==> config.mk <==
export PLATFORM = sky130hd
export DESIGN_NAME = cpu_ifetch
export DESIGN_NICKNAME = d
export VERILOG_FILES = /design/src/rtl/cpu_pkg.sv /design/src/rtl/ifetch_pc.sv /design/src/rtl/cpu_ifetch.sv
export SDC_FILE = /design/constraint.sdc
export NUM_CORES = 1
export LEC_CHECK = 0
export ABC_AREA = 1
export BUFFER_PORTS_ARGS = -buffer_cell sky130_fd_sc_hd__buf_2
export CAP_MARGIN = 20
export CORE_ASPECT_RATIO = 1.5
export CORE_MARGIN = 5
export CORE_UTILIZATION = 55
export DETAILED_ROUTE_END_ITERATION = 6
export GPL_TIMING_DRIVEN = 0
export PLACE_DENSITY = 0.85
export SKIP_CTS_REPAIR_TIMING = 1
export SYNTH_ARGS = -nofsm -noshare
export SYNTH_HDL_FRONTEND = slang
export SYNTH_SLANG_ARGS = --single-unit
==> constraint.sdc <==
create_clock -name clk -period 2.8 [get_ports clk]
set_clock_uncertainty 0.2 [all_clocks]
set_input_delay 0.56 -clock clk [delete_from_list [all_inputs] [get_ports clk]]
set_output_delay 0.56 -clock clk [all_outputs]
set_load 0.05 [all_outputs]
==> src/rtl/cpu_pkg.sv <==
// Shared definitions for the CPU front end: fetch FSM encoding and default widths.
package cpu_pkg;

   localparam int         DWIDTH_DEF  = 16;
   localparam int         AWIDTH_DEF  = 12;
   localparam logic [3:0] HALT_OP_DEF = 4'hF;

   typedef enum logic [1:0] {
      IDLE = 2'd0,
      REQ  = 2'd1,
      HOLD = 2'd2,
      HALT = 2'd3
   } fetch_state_t;

endpackage

==> src/rtl/ifetch_pc.sv <==
// Program counter for instruction fetch: reset/redirect/increment mux plus the
// stale flag marking an in-flight irom response that a redirect has orphaned.
module ifetch_pc
   import cpu_pkg::*;
#(
   parameter int                AWIDTH   = AWIDTH_DEF,
   parameter logic [AWIDTH-1:0] RESET_PC = '0
) (
   input  logic              clk,
   input  logic              rst,
   input  logic              redirect,
   input  logic [AWIDTH-1:0] redirect_pc,
   input  logic              pc_inc,
   input  logic              stale_set,
   input  logic              stale_clr,
   output logic [AWIDTH-1:0] pc,
   output logic              stale
);

   always_ff @(posedge clk) begin
      if (rst) begin
         pc <= RESET_PC;
      end else if (redirect) begin
         pc <= redirect_pc;
      end else if (pc_inc) begin
         pc <= pc + AWIDTH'(1);
      end
   end

   // A response arriving always retires staleness, even on a redirect in the same cycle.
   always_ff @(posedge clk) begin
      if (rst) begin
         stale <= 1'b0;
      end else if (stale_clr) begin
         stale <= 1'b0;
      end else if (stale_set) begin
         stale <= 1'b1;
      end
   end

endmodule

==> src/rtl/cpu_ifetch.sv <==
// Instruction-fetch initiator: drives irom requests, buffers one instruction for decode.
// Optional halt-opcode detection is enabled by defining IFETCH_HALT_EN.
module cpu_ifetch
   import cpu_pkg::*;
#(
   parameter int                DWIDTH   = DWIDTH_DEF,
   parameter int                AWIDTH   = AWIDTH_DEF,
   parameter logic [AWIDTH-1:0] RESET_PC = '0
`ifdef IFETCH_HALT_EN
   ,
   parameter logic [3:0]        HALT_OP  = HALT_OP_DEF
`endif
) (
   input  logic              clk,
   input  logic              rst,
   input  logic              en_in,
   output logic [AWIDTH-1:0] rom_addr,
   output logic              rom_ready,
   input  logic [DWIDTH-1:0] rom_dout,
   input  logic              rom_valid,
   input  logic              redirect,
   input  logic [AWIDTH-1:0] redirect_pc,
   output logic [DWIDTH-1:0] ins,
   output logic [AWIDTH-1:0] ins_pc,
   output logic              ins_valid,
   input  logic              ins_ready,
   output logic              halted
);

   fetch_state_t      state;
   logic [AWIDTH-1:0] pc;
   logic              stale;
   logic              in_req;
   logic              rsp;
   logic              pc_inc;
   logic              stale_set;
   logic              stale_clr;
   logic              accept;

   assign in_req    = (state == REQ);
   assign rsp       = in_req && rom_valid;
   assign pc_inc    = rsp && !stale && !redirect;
   assign stale_set = in_req && !rom_valid && redirect;
   assign stale_clr = rsp;
   assign accept    = ins_valid && ins_ready;

   ifetch_pc #(
      .AWIDTH   (AWIDTH),
      .RESET_PC (RESET_PC)
   ) u_pc (
      .clk         (clk),
      .rst         (rst),
      .redirect    (redirect),
      .redirect_pc (redirect_pc),
      .pc_inc      (pc_inc),
      .stale_set   (stale_set),
      .stale_clr   (stale_clr),
      .pc          (pc),
      .stale       (stale)
   );

`ifdef IFETCH_HALT_EN
   function automatic logic is_halt(input logic [DWIDTH-1:0] word);
      return word[DWIDTH-1 -: 4] == HALT_OP;
   endfunction
`else
   assign halted = 1'b0;
`endif

   always_ff @(posedge clk) begin
      if (rst) begin
         state     <= IDLE;
         rom_ready <= 1'b0;
         rom_addr  <= RESET_PC;
         ins       <= '0;
         ins_pc    <= '0;
         ins_valid <= 1'b0;
`ifdef IFETCH_HALT_EN
         halted    <= 1'b0;
`endif
      end else if (redirect) begin
         ins_valid <= 1'b0;
`ifdef IFETCH_HALT_EN
         halted    <= 1'b0;
`endif
         // Without a response this cycle the old request stays on the bus; the PC block marks it stale.
         case (state)
            REQ: begin
               if (rom_valid) rom_addr <= redirect_pc;
            end
            HOLD, HALT: begin
               state     <= REQ;
               rom_ready <= 1'b1;
               rom_addr  <= redirect_pc;
            end
            default: ;
         endcase
      end else begin
         case (state)
            IDLE: begin
               if (en_in) begin
                  state     <= REQ;
                  rom_ready <= 1'b1;
                  rom_addr  <= pc;
               end
            end
            REQ: begin
               if (rom_valid) begin
                  if (stale) begin
                     rom_addr <= pc;
                  end else begin
                     ins       <= rom_dout;
                     ins_pc    <= pc;
                     ins_valid <= 1'b1;
                     rom_ready <= 1'b0;
                     state     <= HOLD;
                  end
               end
            end
            HOLD: begin
               if (accept) begin
                  ins_valid <= 1'b0;
`ifdef IFETCH_HALT_EN
                  if (is_halt(ins)) begin
                     state  <= HALT;
                     halted <= 1'b1;
                  end else
`endif
                  if (en_in) begin
                     state     <= REQ;
                     rom_ready <= 1'b1;
                     rom_addr  <= pc;
                  end else begin
                     state <= IDLE;
                  end
               end
            end
            default: ;
         endcase
      end
   end

endmodule

==> results.yml, run 1 <==
power_and_ir_drop:
  leakagePower_nw: 1.687
  p_per_area_nw_per_um2: 619.3
  vdd_drop_max_uv: 385.5
floorplanning:
  die_w_um: 66.58
  rows: 31
  initial_core_util_pct: 55.82
  boundaryPins: 77
  die_h_um: 94.88
  core_area_um2: 4732
  die_area_um2: 6317
sta:
  hold_viol_final: 0
  finalCritPeriodShare_pct: 68.99
  slew_headroom_pct: 66.64
  tns_ns: 0
  tightestPinTransition_ns: 0.5003
  hold-worst-slack_ns: 0.2501
  setup_viol: 0
  fin_ws_ns: 0.8683
  maxSlewViolCount: 0
  min_period_ns: 1.932
  clock.fmax_mhz: 517.7
  rsz0062_at_grt: "no"
cells_and_area:
  drive_gt1_share_pct: 24.07
  n_fill_cell: 439
  final_cell_count_no_fill: 548
  syn_to_final_growth_pct: 23.73
  mostFrequentLayoutCell: "nor2_1"
  antenna_cells: 0
  layout_common_cells: "nor2_1, buf_2, nand2_1, dfxtp_1, nand3_1"
  nets: 512
clock_tree:
  cts_max_path_buffers: 2
  cts_buffers: 9
  cts_root_buf: "clkbuf_8"
  clk_pin_slew_ns: 0.06
  clock_latency_ns: 0.33
  h-tree-depth: 3
  cts_tree: "yes"
  clkSinkCount: 57
detailed_routing:
  firstDrtPassIters: 4
  dr_wl_met3_um: 526
  final_antenna_net_count: 0
  wirelength_mm: 7.065
  drtIter0Drc: 167
  dr_wl_met2_mm: 3.606
  met1Wirelength_mm: 2.710
  num_vias: 2779
  wl_per_cell_um: 12.89
  top_layer: "met4"
  via_per_inst: 5.071
  drc: 0
setup_path:
  worst_r2r_path_depth: 8
  slowest_stage: "nor2_2"
  cp_cell_sequence: "inv_2, nand3_2, nor2_2, nor2_1, nor2_1, nand3_1, nand2_1, inv_1"
  crit_path_frequent_cell: "nor2_1"
  path_class: "reg2reg"
  critPathMaxFanout: 8
  crit_path_start_kind: "flop"
  worstPathRequired_ns: 2.83
  regToRegSetupSlack_ns: 0.87
  cp.arrival_ns: 1.96
  cpPeakStageDelay_ns: 0.42
  cp-end-kind: "flop"
synthesis:
  seq_area_frac_synth_pct: 43.20
  yosysWarnings: 0
  ys_ff_latch: 57
  synth_area_per_cell_um2: 6.738
  synth_area_leaders: "dfxtp_1, nor2_1, nand2_1"
  synth-edff-count: 0
  synthesis.area_um2: 2641
  async_reset_ff_share_pct: 0
  yosys.area.top_type_share_pct: 43.20
  yosysTopAreaCell: "dfxtp_1"
  ys_types: 29
  syn_nets: 427
  syn_inst: 392
  synth_flop_cell: "dfxtp_1"
placed_design:
  dp_hpwl_mm: 5.416
  gp_congestion: 0.9560
  dp.cells: 532
  port_buffers: 74
  post-place-ws_ns: 0.6791
grt:
  grt_pass1_vias: 2631
  grt_max_degree: 11
  grt_pass1_wl_mm: 11.66
  antenna_found_initial: 0
  track_usage_pct: 24.10
  overflow: 0
run:
  drv_cap: 0
outcome:
  status: "completed"
min_path:
  hold_path_depth: 2
  hold_class: "reg2reg"
## synth_stat cells, types with 2 or more instances
master / number
and2_1: 2
a211oi_1: 2
nor3_1: 6
a31oi_1: 2
o21ai_1: 4
clkbuf_1: 5
inv_1: 28
buf_6: 2
buf_4: 3
a21oi_1: 15
nand3_1: 38
nand4_1: 4
buf_2: 10
a21boi_0: 3
nor2_2: 4
inv_2: 4
o21ai_0: 29
dfxtp_1: 57
nand2_1: 75
nor2_1: 90
## sequential cells by signal, summed over array words and instances (netlist names)
name / count
ins: 16
ins_pc: 12
ins_valid: 1
rom_addr: 12
rom_ready: 1
state: 2
u_pc.pc: 12
u_pc.stale: 1
## layer usage
layer  GRT usage [%]  vias up
met3           6.190       20
met5               0        -
met1           25.57     1236
li1                -     1427
met2           41.97       96
met4           14.24        0
## report_power, final
group / leakage (nW) / internal [mW] / total [mW] / switching [mW]
Clock: 0.0932 / 0.365 / 0.670 / 0.305
Sequential: 0.467 / 0.869 / 0.902 / 0.0336
Combinational: 1.13 / 0.126 / 0.451 / 0.326
Total: 1.69 / 1.36 / 2.02 / 0.665
## metrics by stage
step	total power [mW]	instance area, µm²	utilization (%)
after floorplan	1.252	2641	-
after global placement	1.360	3094	65.39
after detailed placement	1.369	3094	65.39
after CTS	2.034	3268	69.06
after global routing	2.116	3268	69.06
final	2.024	3268	69.06
## critical path: cells and delay by family, from the launching register on
family	cells	cell delay [ns]
simple gates	6	1.15
buf+inv	2	0.13
flops	1	0.34
## cell families (layout without fill, tap and decap cells)
group,count (synthesis),count (layout),share of synthesized area [%]
fa+ha+maj,1,1,0.4736
buf+inv,53,143,9.047
flops,57,57,43.20
simple gates,223,223,35.58
other cells,1,1,0.1420
compound gates,57,57,11.56
## layout make-up
class,count,area (µm²),share of cell area (%)
Multi-Input combinational cell,282,1261,38.59
Clock inverter,3,15.01,0.4594
Inverter,32,120.1,3.675
Tap cell,66,82.58,2.527
Buffer,21,118.9,3.637
Clock buffer,13,158.9,4.862
Sequential cell,57,1141,34.92
Timing Repair Buffer,74,370.4,11.33
## path summary, 6_finish.rpt
path	startpoint	end
min reg2reg	rom_ready$_SDFFE_PP0P_	rom_ready$_SDFFE_PP0P_
min	rom_ready$_SDFFE_PP0P_	rom_ready$_SDFFE_PP0P_
max	state[1]$_SDFFE_PP0P_	u_pc.pc[9]$_SDFFE_PP0P_
max reg2reg	state[1]$_SDFFE_PP0P_	u_pc.pc[9]$_SDFFE_PP0P_
Power figures use the tool's default switching activity.
==> inputs of run 2 (changes only) <==
--- a/config.mk
+++ b/config.mk
@@ -10,10 +10,10 @@
 export CAP_MARGIN = 20
 export CORE_ASPECT_RATIO = 1.5
 export CORE_MARGIN = 5
-export CORE_UTILIZATION = 55
+export CORE_UTILIZATION = 46
 export DETAILED_ROUTE_END_ITERATION = 6
 export GPL_TIMING_DRIVEN = 0
-export PLACE_DENSITY = 0.85
+export PLACE_DENSITY = 0.76
 export SKIP_CTS_REPAIR_TIMING = 1
 export SYNTH_ARGS = -nofsm -noshare
 export SYNTH_HDL_FRONTEND = slang
==> constraint.sdc (replaced) <==
create_clock -name clk -period 1.6 [get_ports clk]
set_clock_uncertainty 0.2 [all_clocks]
set_input_delay 0.32 -clock clk [delete_from_list [all_inputs] [get_ports clk]]
set_output_delay 0.32 -clock clk [all_outputs]
set_load 0.05 [all_outputs]
==> run 2 against run 1 <==
The run now ends with hold timing left. Critical path type unchanged. Sequential cell count is the same. Largest power group unchanged. Non-clock buffer count grew 7. Highest routed layer unchanged. Clock-buffer cell count grew 1. Sequential power grew 76%. Total power grew 80%.
==> results.yml, run 2 (synthesized netlist as in run 1, its figures left out) <==
grt:
  grt_pass1_vias: 2694
  grtUsageMet3_pct: 4.780
  top_usage_layer: "met2"
  grt_util_met2_pct: 35.69
  grt.met1_usage_pct: 23.23
  track_usage_pct: 21.24
  grt_pass1_wl_mm: 12.10
  grt_max_degree: 11
  antenna_found_initial: 0
  overflow: 0
clock_tree:
  cts_max_path_buffers: 2
  h-tree-depth: 3
  cts_root_buf: "clkbuf_8"
  clk_pin_slew_ns: 0.06
  cts_buffers: 9
  clkSinkCount: 57
  cts_tree: "yes"
  clock_latency_ns: 0.35
floorplanning:
  boundaryPins: 77
  core_area_um2: 5533
  rows: 33
  initial_core_util_pct: 47.74
  die_w_um: 71.87
  die_area_um2: 7389
  die_h_um: 102.8
detailed_routing:
  drc: 0
  wl_per_cell_um: 13.98
  via_per_inst: 5.229
  wirelength_mm: 7.815
  firstDrtPassIters: 5
  num_vias: 2923
  drtIter0Drc: 212
  final_antenna_net_count: 0
setup_path:
  worstPathRequired_ns: 1.64
  cp.arrival_ns: 1.58
  cp-end-kind: "flop"
  crit_path_start_kind: "flop"
  critPathMaxFanout: 4
  path_class: "reg2reg"
cells_and_area:
  layout_common_cells: "nor2_1, buf_2, nand2_1, dfxtp_1, nand3_1"
  antenna_cells: 0
  largest_register: "ins"
  final_util_pct: 62.08
  drive_gt1_share_pct: 28.83
  multi_input_area_um2: 1336
  syn_to_final_growth_pct: 30.03
  regArea_um2: 1152
  mostFrequentLayoutCell: "nor2_1"
  final_cell_count_no_fill: 559
  n_fill_cell: 546
  largest_register_ffs: 16
  nets: 519
  final_area_um2: 3435
outcome:
  violations: "hold timing"
  status: "finished, violations left"
run:
  drv_cap: 0
power_and_ir_drop:
  p_per_area_nw_per_um2: 1059
  leakagePower_nw: 1.727
  vdd_drop_max_uv: 715.8
sta:
  rsz0062_at_grt: "yes"
  finalCritPeriodShare_pct: 96.23
  hold-worst-slack_ns: -0.003839
  min_period_ns: 1.540
  hold_viol_final: 6
  clock.fmax_mhz: 649.5
  maxSlewViolCount: 0
  setup_viol: 0
placed_design:
  port_buffers: 74
  gp_congestion: 0.9202
  dp_hpwl_mm: 5.806
  dpl_cell_area_um2: 3100
  dp.cells: 536
min_path:
  hold_class: "in2reg"
==> run 2: cell count changes in the layout (fill, tap and decap cells not counted), sizes merged <==
cell      delta
buf          +5
clkbuf       +3
clkinv       -2
clkinvlp     +1
==> run 2: final timing paths <==
check,startpoint,endpoint,slack (ns),depth (start not counted)
hold reg to reg,rom_ready$_SDFFE_PP0P_,rom_ready$_SDFFE_PP0P_,0.25,2
setup reg to reg,u_pc.pc[1]$_SDFFE_PP0P_,u_pc.pc[4]$_SDFFE_PP0P_,0.06,6
setup / recovery,u_pc.pc[1]$_SDFFE_PP0P_,u_pc.pc[4]$_SDFFE_PP0P_,0.06,6
hold / removal,rom_dout[6],ins[6]$_SDFFE_PP0P_,-0.004,3
==> run 2: where the power goes <==
group | internal [mW] | total [mW] | switching (mW) | leakage (nW)
combinational | 0.253 | 0.845 | 0.592 | 1.17
sequential | 1.52 | 1.59 | 0.0645 | 0.470
clock | 0.645 | 1.21 | 0.561 | 0.0867
total | 2.42 | 3.64 | 1.22 | 1.73
==> run 2: layer usage <==
layer	wire length (µm)	part of all wire (%)
met1	2987	38
met2	3830	49
met3	645	8.3
met4	352	4.5
met5	0	0
==> run 2: worst max-delay path, stage by stage, from the launching register on <==
cell,delay (ns)
dfxtp_2,0.39
ha_4,0.16
nand2_2,0.09
nor2_2,0.14
o21ai_0,0.14
nor3_1,0.25
nor2_1,0.06
==> run 2: final cells by class <==
type,count,area share [%]
flip-flops and latches,57,33.55
multi-input cells,282,38.91
plain buffers,21,4.080
clock buffers,14,4.736
clock inverters,2,0.3643
repair buffers,81,12.31
inverters,32,3.497
well taps,70,2.550
==> run 2: through the flow <==
stage          power (mW)  TNS (ns)  setup slack [ns]  hold slack, ns
3_5_place_dp        2.404    -6.334           -0.2503          0.2473
3_3_place_gp        2.387    -5.667           -0.2652          0.2362
4_1_cts             3.597    -1.170           -0.2343       -0.007830
5_1_grt             3.809   -0.1779          -0.02399        0.008870
2_1_floorplan       2.191         0           0.04842          0.2549
6_report            3.636         0           0.06038       -0.003839
